### config.mk
export PLATFORM = sky130hd
export DESIGN_NAME = segre_mem_stage_flat
export DESIGN_NICKNAME = d
export VERILOG_FILES = /design/src/rtl/segre_pkg.sv /design/src/rtl/segre_mem_stage_if.sv /design/src/rtl/segre_load_align.sv /design/src/rtl/segre_mem_stage.sv /design/src/flat_wrapper.sv
export SDC_FILE = /design/constraint.sdc
export NUM_CORES = 1
export LEC_CHECK = 0
export ABC_AREA = 1
export CORE_ASPECT_RATIO = 0.5
export CORE_MARGIN = 1.5
export CORE_UTILIZATION = 30
export CTS_BUF_LIST = sky130_fd_sc_hd__clkbuf_2
export CTS_CLUSTER_SIZE = 40
export DETAILED_ROUTE_END_ITERATION = 8
export HOLD_SLACK_MARGIN = 0.06
export PLACE_DENSITY_LB_ADDON = 0.12
export REMOVE_ABC_BUFFERS = 1
export SLEW_MARGIN = 20
export SYNTH_ARGS = -nofsm -noshare
export SYNTH_HDL_FRONTEND = slang
export SYNTH_HIERARCHICAL = 1
export SYNTH_SLANG_ARGS = --single-unit
### constraint.sdc
create_clock -name clk_i -period 1.45 [get_ports clk_i]
set_clock_uncertainty 0.1 [all_clocks]
set_input_delay 0.145 -clock clk_i [delete_from_list [all_inputs] [get_ports clk_i]]
set_output_delay 0.145 -clock clk_i [all_outputs]
set_load 0.005 [all_outputs]
### src/rtl/segre_pkg.sv
// Shared types, widths and small helpers for the Segre pipeline memory stage.
package segre_pkg;

    localparam int WORD_SIZE = 32;
    localparam int ADDR_SIZE = 32;
    localparam int REG_SIZE  = 5;

    typedef enum logic [1:0] {
        BYTE = 2'b00,
        HALF = 2'b01,
        WORD = 2'b10
    } memop_data_type_e;

    typedef enum logic [1:0] {
        MEM_IDLE = 2'b00,
        MEM_REQ  = 2'b01,
        MEM_WAIT = 2'b10
    } mem_state_e;

    // Byte lanes touched by an access of the given size at the given offset.
    function automatic logic [3:0] byte_enable(memop_data_type_e t, logic [1:0] a);
        logic [3:0] be;
        case (t)
            BYTE:    be = 4'b0001 << a;
            HALF:    be = a[1] ? 4'b1100 : 4'b0011;
            default: be = 4'b1111;
        endcase
        return be;
    endfunction

    // Halves must sit on even addresses, words on multiples of four.
    function automatic logic is_misaligned(memop_data_type_e t, logic [1:0] a);
        logic mis;
        case (t)
            BYTE:    mis = 1'b0;
            HALF:    mis = a[0];
            default: mis = (a != 2'b00);
        endcase
        return mis;
    endfunction

endpackage

### src/rtl/segre_mem_stage_if.sv
// Data-memory request/grant/response bus between the memory stage and memory.
// Handshake: a request is accepted in a cycle where req and gnt are both high;
// the stage keeps we/addr/be/wdata stable while req is high and gnt is low.
// A load answer arrives later as a single-cycle rvalid pulse with rdata.
interface segre_mem_stage_if;
    import segre_pkg::*;

    logic                 req;
    logic                 we;
    logic [ADDR_SIZE-1:0] addr;
    logic [3:0]           be;
    logic [WORD_SIZE-1:0] wdata;
    logic                 gnt;
    logic                 rvalid;
    logic [WORD_SIZE-1:0] rdata;

    modport master (output req, we, addr, be, wdata, input gnt, rvalid, rdata);
    modport slave  (input req, we, addr, be, wdata, output gnt, rvalid, rdata);

endinterface

### src/rtl/segre_load_align.sv
// Picks the addressed byte or half out of a load word and zero/sign-extends it.
module segre_load_align
    import segre_pkg::*;
(
    input  logic [WORD_SIZE-1:0] rdata,
    input  logic [1:0]           addr,
    input  memop_data_type_e     memop_type,
    input  logic                 sign_ext,
    output logic [WORD_SIZE-1:0] result
);

    logic [7:0]  byte_sel;
    logic [15:0] half_sel;

    // Lane selection followed by extension to the full register width.
    always_comb begin
        byte_sel = rdata[7:0];
        case (addr)
            2'd0:    byte_sel = rdata[7:0];
            2'd1:    byte_sel = rdata[15:8];
            2'd2:    byte_sel = rdata[23:16];
            default: byte_sel = rdata[31:24];
        endcase
        half_sel = addr[1] ? rdata[31:16] : rdata[15:0];

        result = rdata;
        case (memop_type)
            BYTE: result = sign_ext ? {{(WORD_SIZE-8){byte_sel[7]}}, byte_sel}
                                    : {{(WORD_SIZE-8){1'b0}}, byte_sel};
            HALF: result = sign_ext ? {{(WORD_SIZE-16){half_sel[15]}}, half_sel}
                                    : {{(WORD_SIZE-16){1'b0}}, half_sel};
            default: result = rdata;
        endcase
    end

endmodule

### src/rtl/segre_mem_stage.sv
// Segre MEM stage: registers the EX bundle, drives the data-memory bus, aligns
// load data and presents the write-back bundle. Stalls itself while an access
// is in flight and holds a finished load result while write-back is blocked.
module segre_mem_stage
    import segre_pkg::*;
(
    input  logic                 clk_i,
    input  logic                 rst_i,
    input  logic                 valid_ex_i,
    input  logic [WORD_SIZE-1:0] alu_res_i,
    input  logic                 rf_we_i,
    input  logic [REG_SIZE-1:0]  rf_waddr_i,
    input  logic [WORD_SIZE-1:0] rf_st_data_i,
    input  memop_data_type_e     memop_type_i,
    input  logic                 memop_rd_i,
    input  logic                 memop_wr_i,
    input  logic                 memop_sign_ext_i,
    input  logic                 finish_test_i,
    input  logic                 block_mem_i,
    input  logic                 inject_nops_i,
    segre_mem_stage_if.master    dmem,
    output logic                 rf_we_o,
    output logic [REG_SIZE-1:0]  rf_waddr_o,
    output logic [WORD_SIZE-1:0] rf_wdata_o,
    output logic                 valid_mem_o,
    output logic [WORD_SIZE-1:0] op_res_stage_mem_o,
    output logic                 mem_busy_o,
    output logic                 misaligned_o,
    output logic                 finish_test_o,
    output mem_state_e           mem_state_o
);

    logic                 valid_q;
    logic [WORD_SIZE-1:0] alu_res_q;
    logic                 rf_we_q;
    logic [REG_SIZE-1:0]  rf_waddr_q;
    logic [WORD_SIZE-1:0] st_data_q;
    memop_data_type_e     type_q;
    logic                 rd_q;
    logic                 wr_q;
    logic                 sext_q;
    logic                 finish_q;

    mem_state_e           state_q;
    mem_state_e           state_d;
    logic                 done_q;
    logic [WORD_SIZE-1:0] res_q;

    logic                 hold;
    logic                 is_memop;
    logic                 misaligned;
    logic                 access;
    logic                 req;
    logic                 complete;
    logic [WORD_SIZE-1:0] load_data;

    assign hold       = block_mem_i | mem_busy_o;
    assign is_memop   = valid_q & (rd_q | wr_q);
    assign misaligned = is_memop & is_misaligned(type_q, alu_res_q[1:0]);
    // done_q marks an access that already finished but could not retire yet;
    // it must not be issued again.
    assign access     = is_memop & ~misaligned & ~done_q;

    // Input register: reset > hold > bubble injection > load from EX.
    always_ff @(posedge clk_i) begin
        if (rst_i) begin
            valid_q    <= 1'b0;
            alu_res_q  <= '0;
            rf_we_q    <= 1'b0;
            rf_waddr_q <= '0;
            st_data_q  <= '0;
            type_q     <= BYTE;
            rd_q       <= 1'b0;
            wr_q       <= 1'b0;
            sext_q     <= 1'b0;
            finish_q   <= 1'b0;
        end else if (hold) begin
            valid_q    <= valid_q;
        end else if (inject_nops_i) begin
            valid_q    <= 1'b0;
            rf_we_q    <= 1'b0;
            rd_q       <= 1'b0;
            wr_q       <= 1'b0;
        end else begin
            valid_q    <= valid_ex_i;
            alu_res_q  <= alu_res_i;
            rf_we_q    <= rf_we_i;
            rf_waddr_q <= rf_waddr_i;
            st_data_q  <= rf_st_data_i;
            type_q     <= memop_type_i;
            rd_q       <= memop_rd_i;
            wr_q       <= memop_wr_i;
            sext_q     <= memop_sign_ext_i;
            finish_q   <= finish_test_i;
        end
    end

    // Access FSM state register.
    always_ff @(posedge clk_i) begin
        if (rst_i) state_q <= MEM_IDLE;
        else       state_q <= state_d;
    end

    // Next state, request strobe and completion of the held access.
    always_comb begin
        state_d  = state_q;
        req      = 1'b0;
        complete = 1'b0;
        case (state_q)
            MEM_IDLE: begin
                if (access) begin
                    req = 1'b1;
                    if (dmem.gnt) begin
                        if (rd_q) state_d = MEM_WAIT;
                        else      complete = 1'b1;
                    end else begin
                        state_d = MEM_REQ;
                    end
                end
            end
            MEM_REQ: begin
                if (!access) begin
                    state_d = MEM_IDLE;
                end else begin
                    req = 1'b1;
                    if (dmem.gnt) begin
                        if (rd_q) begin
                            state_d = MEM_WAIT;
                        end else begin
                            complete = 1'b1;
                            state_d  = MEM_IDLE;
                        end
                    end
                end
            end
            MEM_WAIT: begin
                if (dmem.rvalid) begin
                    complete = 1'b1;
                    state_d  = MEM_IDLE;
                end
            end
            default: state_d = MEM_IDLE;
        endcase
    end

    segre_load_align u_load_align (
        .rdata      (dmem.rdata),
        .addr       (alu_res_q[1:0]),
        .memop_type (type_q),
        .sign_ext   (sext_q),
        .result     (load_data)
    );

    // Keep a finished access (and its load data) while write-back is blocked.
    always_ff @(posedge clk_i) begin
        if (rst_i) begin
            done_q <= 1'b0;
            res_q  <= '0;
        end else begin
            done_q <= block_mem_i & (done_q | complete);
            if (state_q == MEM_WAIT && dmem.rvalid) res_q <= load_data;
        end
    end

    assign mem_busy_o  = access & ~complete;
    assign valid_mem_o = (is_memop & ~misaligned) ? (complete | done_q) : valid_q;
    assign rf_we_o     = rf_we_q & valid_mem_o & ~misaligned;
    assign rf_waddr_o  = rf_waddr_q;
    assign rf_wdata_o  = (valid_q & rd_q & ~misaligned) ? (done_q ? res_q : load_data)
                                                        : alu_res_q;
    assign op_res_stage_mem_o = alu_res_q;
    assign misaligned_o  = misaligned;
    assign finish_test_o = finish_q & valid_mem_o;
    assign mem_state_o   = state_q;

    assign dmem.req   = req;
    assign dmem.we    = req & wr_q;
    assign dmem.be    = req ? byte_enable(type_q, alu_res_q[1:0]) : 4'b0000;
    assign dmem.addr  = {alu_res_q[ADDR_SIZE-1:2], 2'b00};
    assign dmem.wdata = (type_q == BYTE) ? {4{st_data_q[7:0]}} :
                        (type_q == HALF) ? {2{st_data_q[15:0]}} : st_data_q;

endmodule

### src/flat_wrapper.sv
// flat-port wrapper written by rule: the top's interface ports become plain ports
module segre_mem_stage_flat import segre_pkg::*;
  (clk_i, rst_i, valid_ex_i, alu_res_i, rf_we_i, rf_waddr_i, rf_st_data_i, memop_type_i, memop_rd_i, memop_wr_i, memop_sign_ext_i, finish_test_i, block_mem_i, inject_nops_i, rf_we_o, rf_waddr_o, rf_wdata_o, valid_mem_o, op_res_stage_mem_o, mem_busy_o, misaligned_o, finish_test_o, mem_state_o, dmem_req, dmem_we, dmem_addr, dmem_be, dmem_wdata, dmem_gnt, dmem_rvalid, dmem_rdata);
  segre_mem_stage_if dmem_i ();
  input  logic clk_i;
  input  logic rst_i;
  input  logic valid_ex_i;
  input  logic [WORD_SIZE-1:0] alu_res_i;
  input  logic rf_we_i;
  input  logic [REG_SIZE-1:0] rf_waddr_i;
  input  logic [WORD_SIZE-1:0] rf_st_data_i;
  input  memop_data_type_e memop_type_i;
  input  logic memop_rd_i;
  input  logic memop_wr_i;
  input  logic memop_sign_ext_i;
  input  logic finish_test_i;
  input  logic block_mem_i;
  input  logic inject_nops_i;
  output logic rf_we_o;
  output logic [REG_SIZE-1:0] rf_waddr_o;
  output logic [WORD_SIZE-1:0] rf_wdata_o;
  output logic valid_mem_o;
  output logic [WORD_SIZE-1:0] op_res_stage_mem_o;
  output logic mem_busy_o;
  output logic misaligned_o;
  output logic finish_test_o;
  output mem_state_e mem_state_o;
  output wire logic [$bits(dmem_i.req)-1:0] dmem_req;
  output wire logic [$bits(dmem_i.we)-1:0] dmem_we;
  output wire logic [$bits(dmem_i.addr)-1:0] dmem_addr;
  output wire logic [$bits(dmem_i.be)-1:0] dmem_be;
  output wire logic [$bits(dmem_i.wdata)-1:0] dmem_wdata;
  input wire logic [$bits(dmem_i.gnt)-1:0] dmem_gnt;
  input wire logic [$bits(dmem_i.rvalid)-1:0] dmem_rvalid;
  input wire logic [$bits(dmem_i.rdata)-1:0] dmem_rdata;
  assign dmem_req = dmem_i.req;
  assign dmem_we = dmem_i.we;
  assign dmem_addr = dmem_i.addr;
  assign dmem_be = dmem_i.be;
  assign dmem_wdata = dmem_i.wdata;
  assign dmem_i.gnt = dmem_gnt;
  assign dmem_i.rvalid = dmem_rvalid;
  assign dmem_i.rdata = dmem_rdata;
  segre_mem_stage u_core (.clk_i(clk_i), .rst_i(rst_i), .valid_ex_i(valid_ex_i), .alu_res_i(alu_res_i), .rf_we_i(rf_we_i), .rf_waddr_i(rf_waddr_i), .rf_st_data_i(rf_st_data_i), .memop_type_i(memop_type_i), .memop_rd_i(memop_rd_i), .memop_wr_i(memop_wr_i), .memop_sign_ext_i(memop_sign_ext_i), .finish_test_i(finish_test_i), .block_mem_i(block_mem_i), .inject_nops_i(inject_nops_i), .dmem(dmem_i), .rf_we_o(rf_we_o), .rf_waddr_o(rf_waddr_o), .rf_wdata_o(rf_wdata_o), .valid_mem_o(valid_mem_o), .op_res_stage_mem_o(op_res_stage_mem_o), .mem_busy_o(mem_busy_o), .misaligned_o(misaligned_o), .finish_test_o(finish_test_o), .mem_state_o(mem_state_o));
endmodule
### After elaboration in Yosys (flattened, before gate mapping)

Cells that the tools add are included.

* bitwise gates (word level): 20
* shifts and indexed selects: 1
* multiplexer cells: 33
* equality and inequality tests: 9
* reductions and logical operators: 8

Operator list (number)
* 32-bit two-way mux: 6
* 32-bit case mux with 2 select lines: 1
* 8-bit case mux with 3 select lines: 1
* 16-bit two-way mux: 1
* 2-bit two-way mux: 7
* 1-bit AND: 12
* 1-bit two-way mux: 11
* 4-bit two-way mux: 2
* 4-bit case mux with 2 select lines: 1
* 2-bit by 1-bit == test with 1-bit output (second input constant): 3
* 2-bit zero test: 3
* 2-bit case mux with 3 select lines: 1
* 1-bit inverter: 5
* 2-bit == test (second input constant): 2
* 1-bit case mux with 2 select lines: 2
* 4-bit AND reduction: 1
* 1-bit by 2-bit << shifter with 4-bit output (first input constant): 1
* 3-bit by 2-bit inequality test with 1-bit output (second input constant): 1
* 3-bit inequality test (second input constant): 1
* 1-bit bitwise OR: 3
* 2-bit by 1-bit inequality test with 1-bit output (second input constant): 1
* 2-bit inequality test (second input constant): 1
* 2-bit AND reduction: 1
* 2-bit nonzero test: 1
* other kinds (2): 2

* bits of input ports: 115
* output and inout port bits: 146
* word-level logic and storage cells: 84
* register bits after elaboration: 112

### Logic depth before layout (Yosys ltp)

* depth after elaboration: 13
* depth in mapped cells: 9
* gate-level depth less buffers: 9

### By module

The synthesis kept the hierarchy.

Modules (own cells, without submodules)
* segre_mem_stage: sequential area each 2242.2 um^2, cells each 1056, area each 6506.2 um^2, instances 1
* segre_load_align: sequential area each 0.0 um^2, cells each 156, area each 733.2 um^2, instances 1

### Least setup slack after synthesis

Ideal clock, no wire load.

* path type: reg-to-output
* from: reg u_core.state_q[1], in the netlist u_core/mem_state_o[1]
* to: out rf_we_o
* data required time: 1205 ps
* data arrival time: 1446 ps
* cell stages (with the launch flop): 9
* path buffers: 2
* setup slack: -241 ps
* cells stage by stage: dfxtp_1 > clkbuf_1 > nand3_1 > o2111ai_2 > buf_2 > nand2_1 > inv_1 > nand2_1 > nor2_1

* longest elaborated chain between the ends: 7
* elaborated cells on any way between the ends: 9
* those cells by class: eq/ne (2); mux (2); bitwise (3); reduce/logical (2)

RTL lines
* start: declaration: line segre_mem_stage.sv:44 `mem_state_e state_q;`
* start signal: assignment: line segre_mem_stage.sv:101 `else state_q <= state_d;`
* 2-bit by 1-bit == test with 1-bit output or 2-bit zero test (tied branches): line segre_mem_stage.sv:109 `case (state_q)`
* 2-bit OR reduction (no line)
* 1-bit case mux with 2 select lines (*): line segre_mem_stage.sv:109
* 1-bit bitwise OR (*): line segre_mem_stage.sv:166 `assign valid_mem_o = (is_memop & ~misaligned) ? (complete | done_q) : valid_q;`
* 1-bit two-way mux (*): line segre_mem_stage.sv:166
* named net valid_mem_o: line flat_wrapper.sv:22 `output logic valid_mem_o;`
* 1-bit AND (*) (2 in a row): line segre_mem_stage.sv:167 `assign rf_we_o = rf_we_q & valid_mem_o & ~misaligned;`
* end: declaration: line flat_wrapper.sv:19 `output logic rf_we_o;`

Mark *: on every way through the listed nets, which the timed path passes. The rest lies on a longest branch.

### Worst setup path in the final report

* from: reg u_core.alu_res_q[1], in the netlist u_core/op_res_stage_mem_o[1]
* to: out rf_wdata_o[24]

* longest elaborated chain between the ends: 6
* elaborated cells on any way between the ends: 15
* those cells by class: eq/ne (2); mux (8); bitwise (3); reduce/logical (2)

RTL lines
* start: declaration: line segre_mem_stage.sv:34 `logic [WORD_SIZE-1:0] alu_res_q;`
* start signal: assignment: line segre_mem_stage.sv:86 `alu_res_q <= alu_res_i;`
* 2-bit == test (tied with other cells): line segre_load_align.sv:18 `case (addr)`
* 8-bit case mux with 3 select lines: line segre_load_align.sv:18
* 32-bit two-way mux: line segre_load_align.sv:28 `BYTE: result = sign_ext ? {{(WORD_SIZE-8){byte_sel[7]}}, byte_sel}`
* 32-bit case mux with 2 select lines (*): line segre_load_align.sv:27 `case (memop_type)`
* named net u_core.load_data[24]: line segre_mem_stage.sv:55 `logic [WORD_SIZE-1:0] load_data;`
* 32-bit two-way mux (*) (2 in a row): line segre_mem_stage.sv:169 `assign rf_wdata_o = (valid_q & rd_q & ~misaligned) ? (done_q ? res_q : load_data)`
* end: declaration: line flat_wrapper.sv:21 `output logic [WORD_SIZE-1:0] rf_wdata_o;`

Marks and branches as above.

==> summary.txt <==
Run status
  • Status: finished, violations left
  • Failing checks: setup timing

Clock network
  • TritonCTS Buffers: 9
  • Sink Count: 112
  • Clk Latency, worst-skew pair: 680 ps
  • H-tree depth: 3
  • Clock Pin Slew Worst Setup and Hold Paths: 320 ps
  • Root Buffer: clkbuf_2
  • CTS Hold Bufs: 79
  • CTS tree: built
  • Clock tree buffer depth: 2

Timing
  • Min Tclk post-route: 2625 ps
  • Fin. max-slew vios: 0
  • Period utilization: 181.0%
  • Fmax: 0.3809 GHz
  • Unrepaired setup endpoints after global routing: true
  • Final setup margin: -1175 ps
  • Fin. Hold Viols: 0
  • Number of setup violations in the final report: 219

Final layout
  • Fillers: 2181
  • Final Instance Count excl. Fillers: 1957
  • Layout cells sized above 1: 36.20%
  • Layout area overhead: 87.68%
  • Layout net count: 1760

Synth
  • Ys async rst share: 0%
  • Mux share of post-synthesis cell area: 0%
  • Largest cells by area after synthesis: dfxtp_1 (31%), nand2_1 (16%), inv_1 (14%), nand4_1 (6.5%), o21ai_0 (5.7%)
  • Xor and xnor area share after synthesis: 0%
  • Post-synthesis adder-cell area fraction: 0%
  • Main synth FF type: dfxtp_1
  • Synth Area in Compound Gates: 14.64%
  • Flops & latches, synth: 112
  • Simple-Gate Fraction of Synth Area: 31.09%
  • Unique masters post-synth: 28
  • Number of synthesized flops with an enable pin: 0
  • Commonest cells post-synth: nand2_1 (310), inv_1 (264), dfxtp_1 (112)
  • Syn Inst Count: 1212
  • Largest family of logic cells by synthesized area: simple AND/OR/NAND/NOR gates
  • Avg Cell Area, Syn: 5.973 µm²
  • Post-synth top area cell: dfxtp_1
  • Synthesized area: 0.007239 mm²
  • Top-area cell type share of the netlist area: 30.97%
  • Ys Warns: 6
  • Post-synthesis sequential area ratio: 30.97%
  • Count leader, synth: nand2_1

Min path
  • Worst Hold Class: input port to flip-flop

Die
  • Die Width: 222.7 µm
  • FP Rows: 39
  • Die Footprint: 0.02513 mm²
  • Core area: 0.02323 mm²
  • I/O pin count: 261
  • Die Height: 112.8 µm
  • Starting Density: 31.17%

Placed design
  • Port Buffer Count: 258
  • GP Congestion: 0.8229
  • DP HPWL: 18.45 mm
  • Dpl cells: 1736

Route
  • Antenna viol nets, final: 0
  • Drt initial violations: 580
  • DR pass1 iterations: 5
  • Routed WL: 31.64 mm
  • Post-DR vias/cell: 4.728
  • DRC violations left: 0
  • Routed WL per cell: 16.17 µm
  • Via count: 9253

Global routing
  • Largest net degree at the start of global routing: 66
  • Initial antenna violation count: 1
  • GR Overflow Total: 0
  • GRT Overall Usage: 23.48%
  • First-pass GRT wire length: 46.46 mm
  • Number of global-route vias before repair: 8731

Setup path
  • Startpoint Class: flip-flop
  • Arrival time at the worst endpoint: 2380 ps
  • CP Capture Type: output port
  • Worst path required time: 1210 ps
  • Worst-path fanout max: 6
  • Crit Path Category: flip-flop to output port

Pwr
  • Max IR drop VDD: 0.3286 mV
  • Power density over cell area: 577.6 mW/mm²
  • Leak pwr: 7.032 nW
  • Total power: 7.847 mW

Job
  • Max cap viols: 0
timing repair:
| item | 4_1_cts | 5_1_grt |
|---|---|---|
| gates cloned | 16 | 9 |
| buffers inserted | 65 | 48 |
| setup endpoints to repair | 256 | 256 |
| pin swaps | 77 | 60 |
| hold endpoints to repair | 84 | 4 |
| gates resized for setup | 573 | 391 |
cell type report:
class	instances	area, µm²	share of cell area, %
Sequential cell	112	2332	17.17
Inverter	280	1070	7.874
Antenna cell	1	2.502	0.01842
Clock buffer	10	50.05	0.3684
Clock inverter	5	25.02	0.1842
Multi-Input combinational cell	705	4203	30.93
Timing Repair Buffer	537	5520	40.63
Tap cell	307	384.1	2.827
report_power, final:
group          internal [mW]  switching (mW)
Clock                  0.207            1.12
Combinational           1.67            1.46
Sequential              3.28           0.116
worst paths after layout:
check | endpoint | slack, ps | cells past startpoint | from
worst min register to register | u_core/res_q[13] | 370 | 2 | u_core/res_q[13]
worst max-delay path | rf_wdata_o[24] | -1180 | 10 | u_core/op_res_stage_mem_o[1]
worst min-delay path | u_core/res_q[8] | 110 | 5 | dmem_rdata[8]
worst max register to register | u_core/sext_q | -1150 | 21 | u_core/type_q[1]
critical path: stages, from the launching register on:
cell	delay (ps)
dfxtp_4	450
buf_4	160
nand2_4	90
nand3_4	90
nand3_4	130
buf_6	160
buf_12	150
nand3_4	70
o211ai_1	180
o21ai_1	90
buf_2	130
registers in the layout (all words and copies together), names as in the netlist, 2 cells and up:
signal,flops
u_core/rf_waddr_o,5
u_core/type_q,2
u_core/st_data_q,32
u_core/res_q,32
u_core/mem_state_o,2
u_core/op_res_stage_mem_o,32
layout by cell type (no fill, tap or decap), types with 60 or more instances in the layout:
cell type / Yosys / final
buf_6: 4 / 80
dlygate4sd3_1: 0 / 79
clkdlybuf4s50_1: 0 / 114
nand2_1: 310 / 224
inv_1: 264 / 237
buf_4: 40 / 88
dfxtp_1: 112 / 60
nor2_1: 92 / 82
nand4_1: 75 / 75
buf_2: 13 / 60
kinds of logic (layout without fill, tap and decap cells):
group	Yosys count	count (layout)
simple gates	519	519
buf+inv	396	832
compound gates	184	184
flops	112	112
other cells	1	3
metal layers:
metal  routed length, µm  up-vias  global-route usage [%]  share of wire, %
met3                1424       45                   3.765               4.5
met2               15390      260                   40.17                49
met1               14150     4354                   30.94                45
li1                    -     4594                       -                 -
met5                   0        -                       0                 0
met4                 676        0                   5.986               2.1
per-stage QoR:
step | setup WS (ps) | cell area [µm²] | util [%] | hold WS [ps] | setup TNS [ps]
after detailed placement | -918.9 | 10320 | 44.44 | 340.3 | -92370
after floorplan | -2926 | 6611 | - | 114.1 | -324270
after global routing | -1365 | 13590 | 58.49 | 37.05 | -183970
after global placement | -902.5 | 10320 | 44.44 | 336.1 | -91270
after CTS | -1229 | 12590 | 54.21 | 28.85 | -182790
final | -1175 | 13590 | 58.49 | 105.3 | -153750
Power figures use the tool's default switching activity.
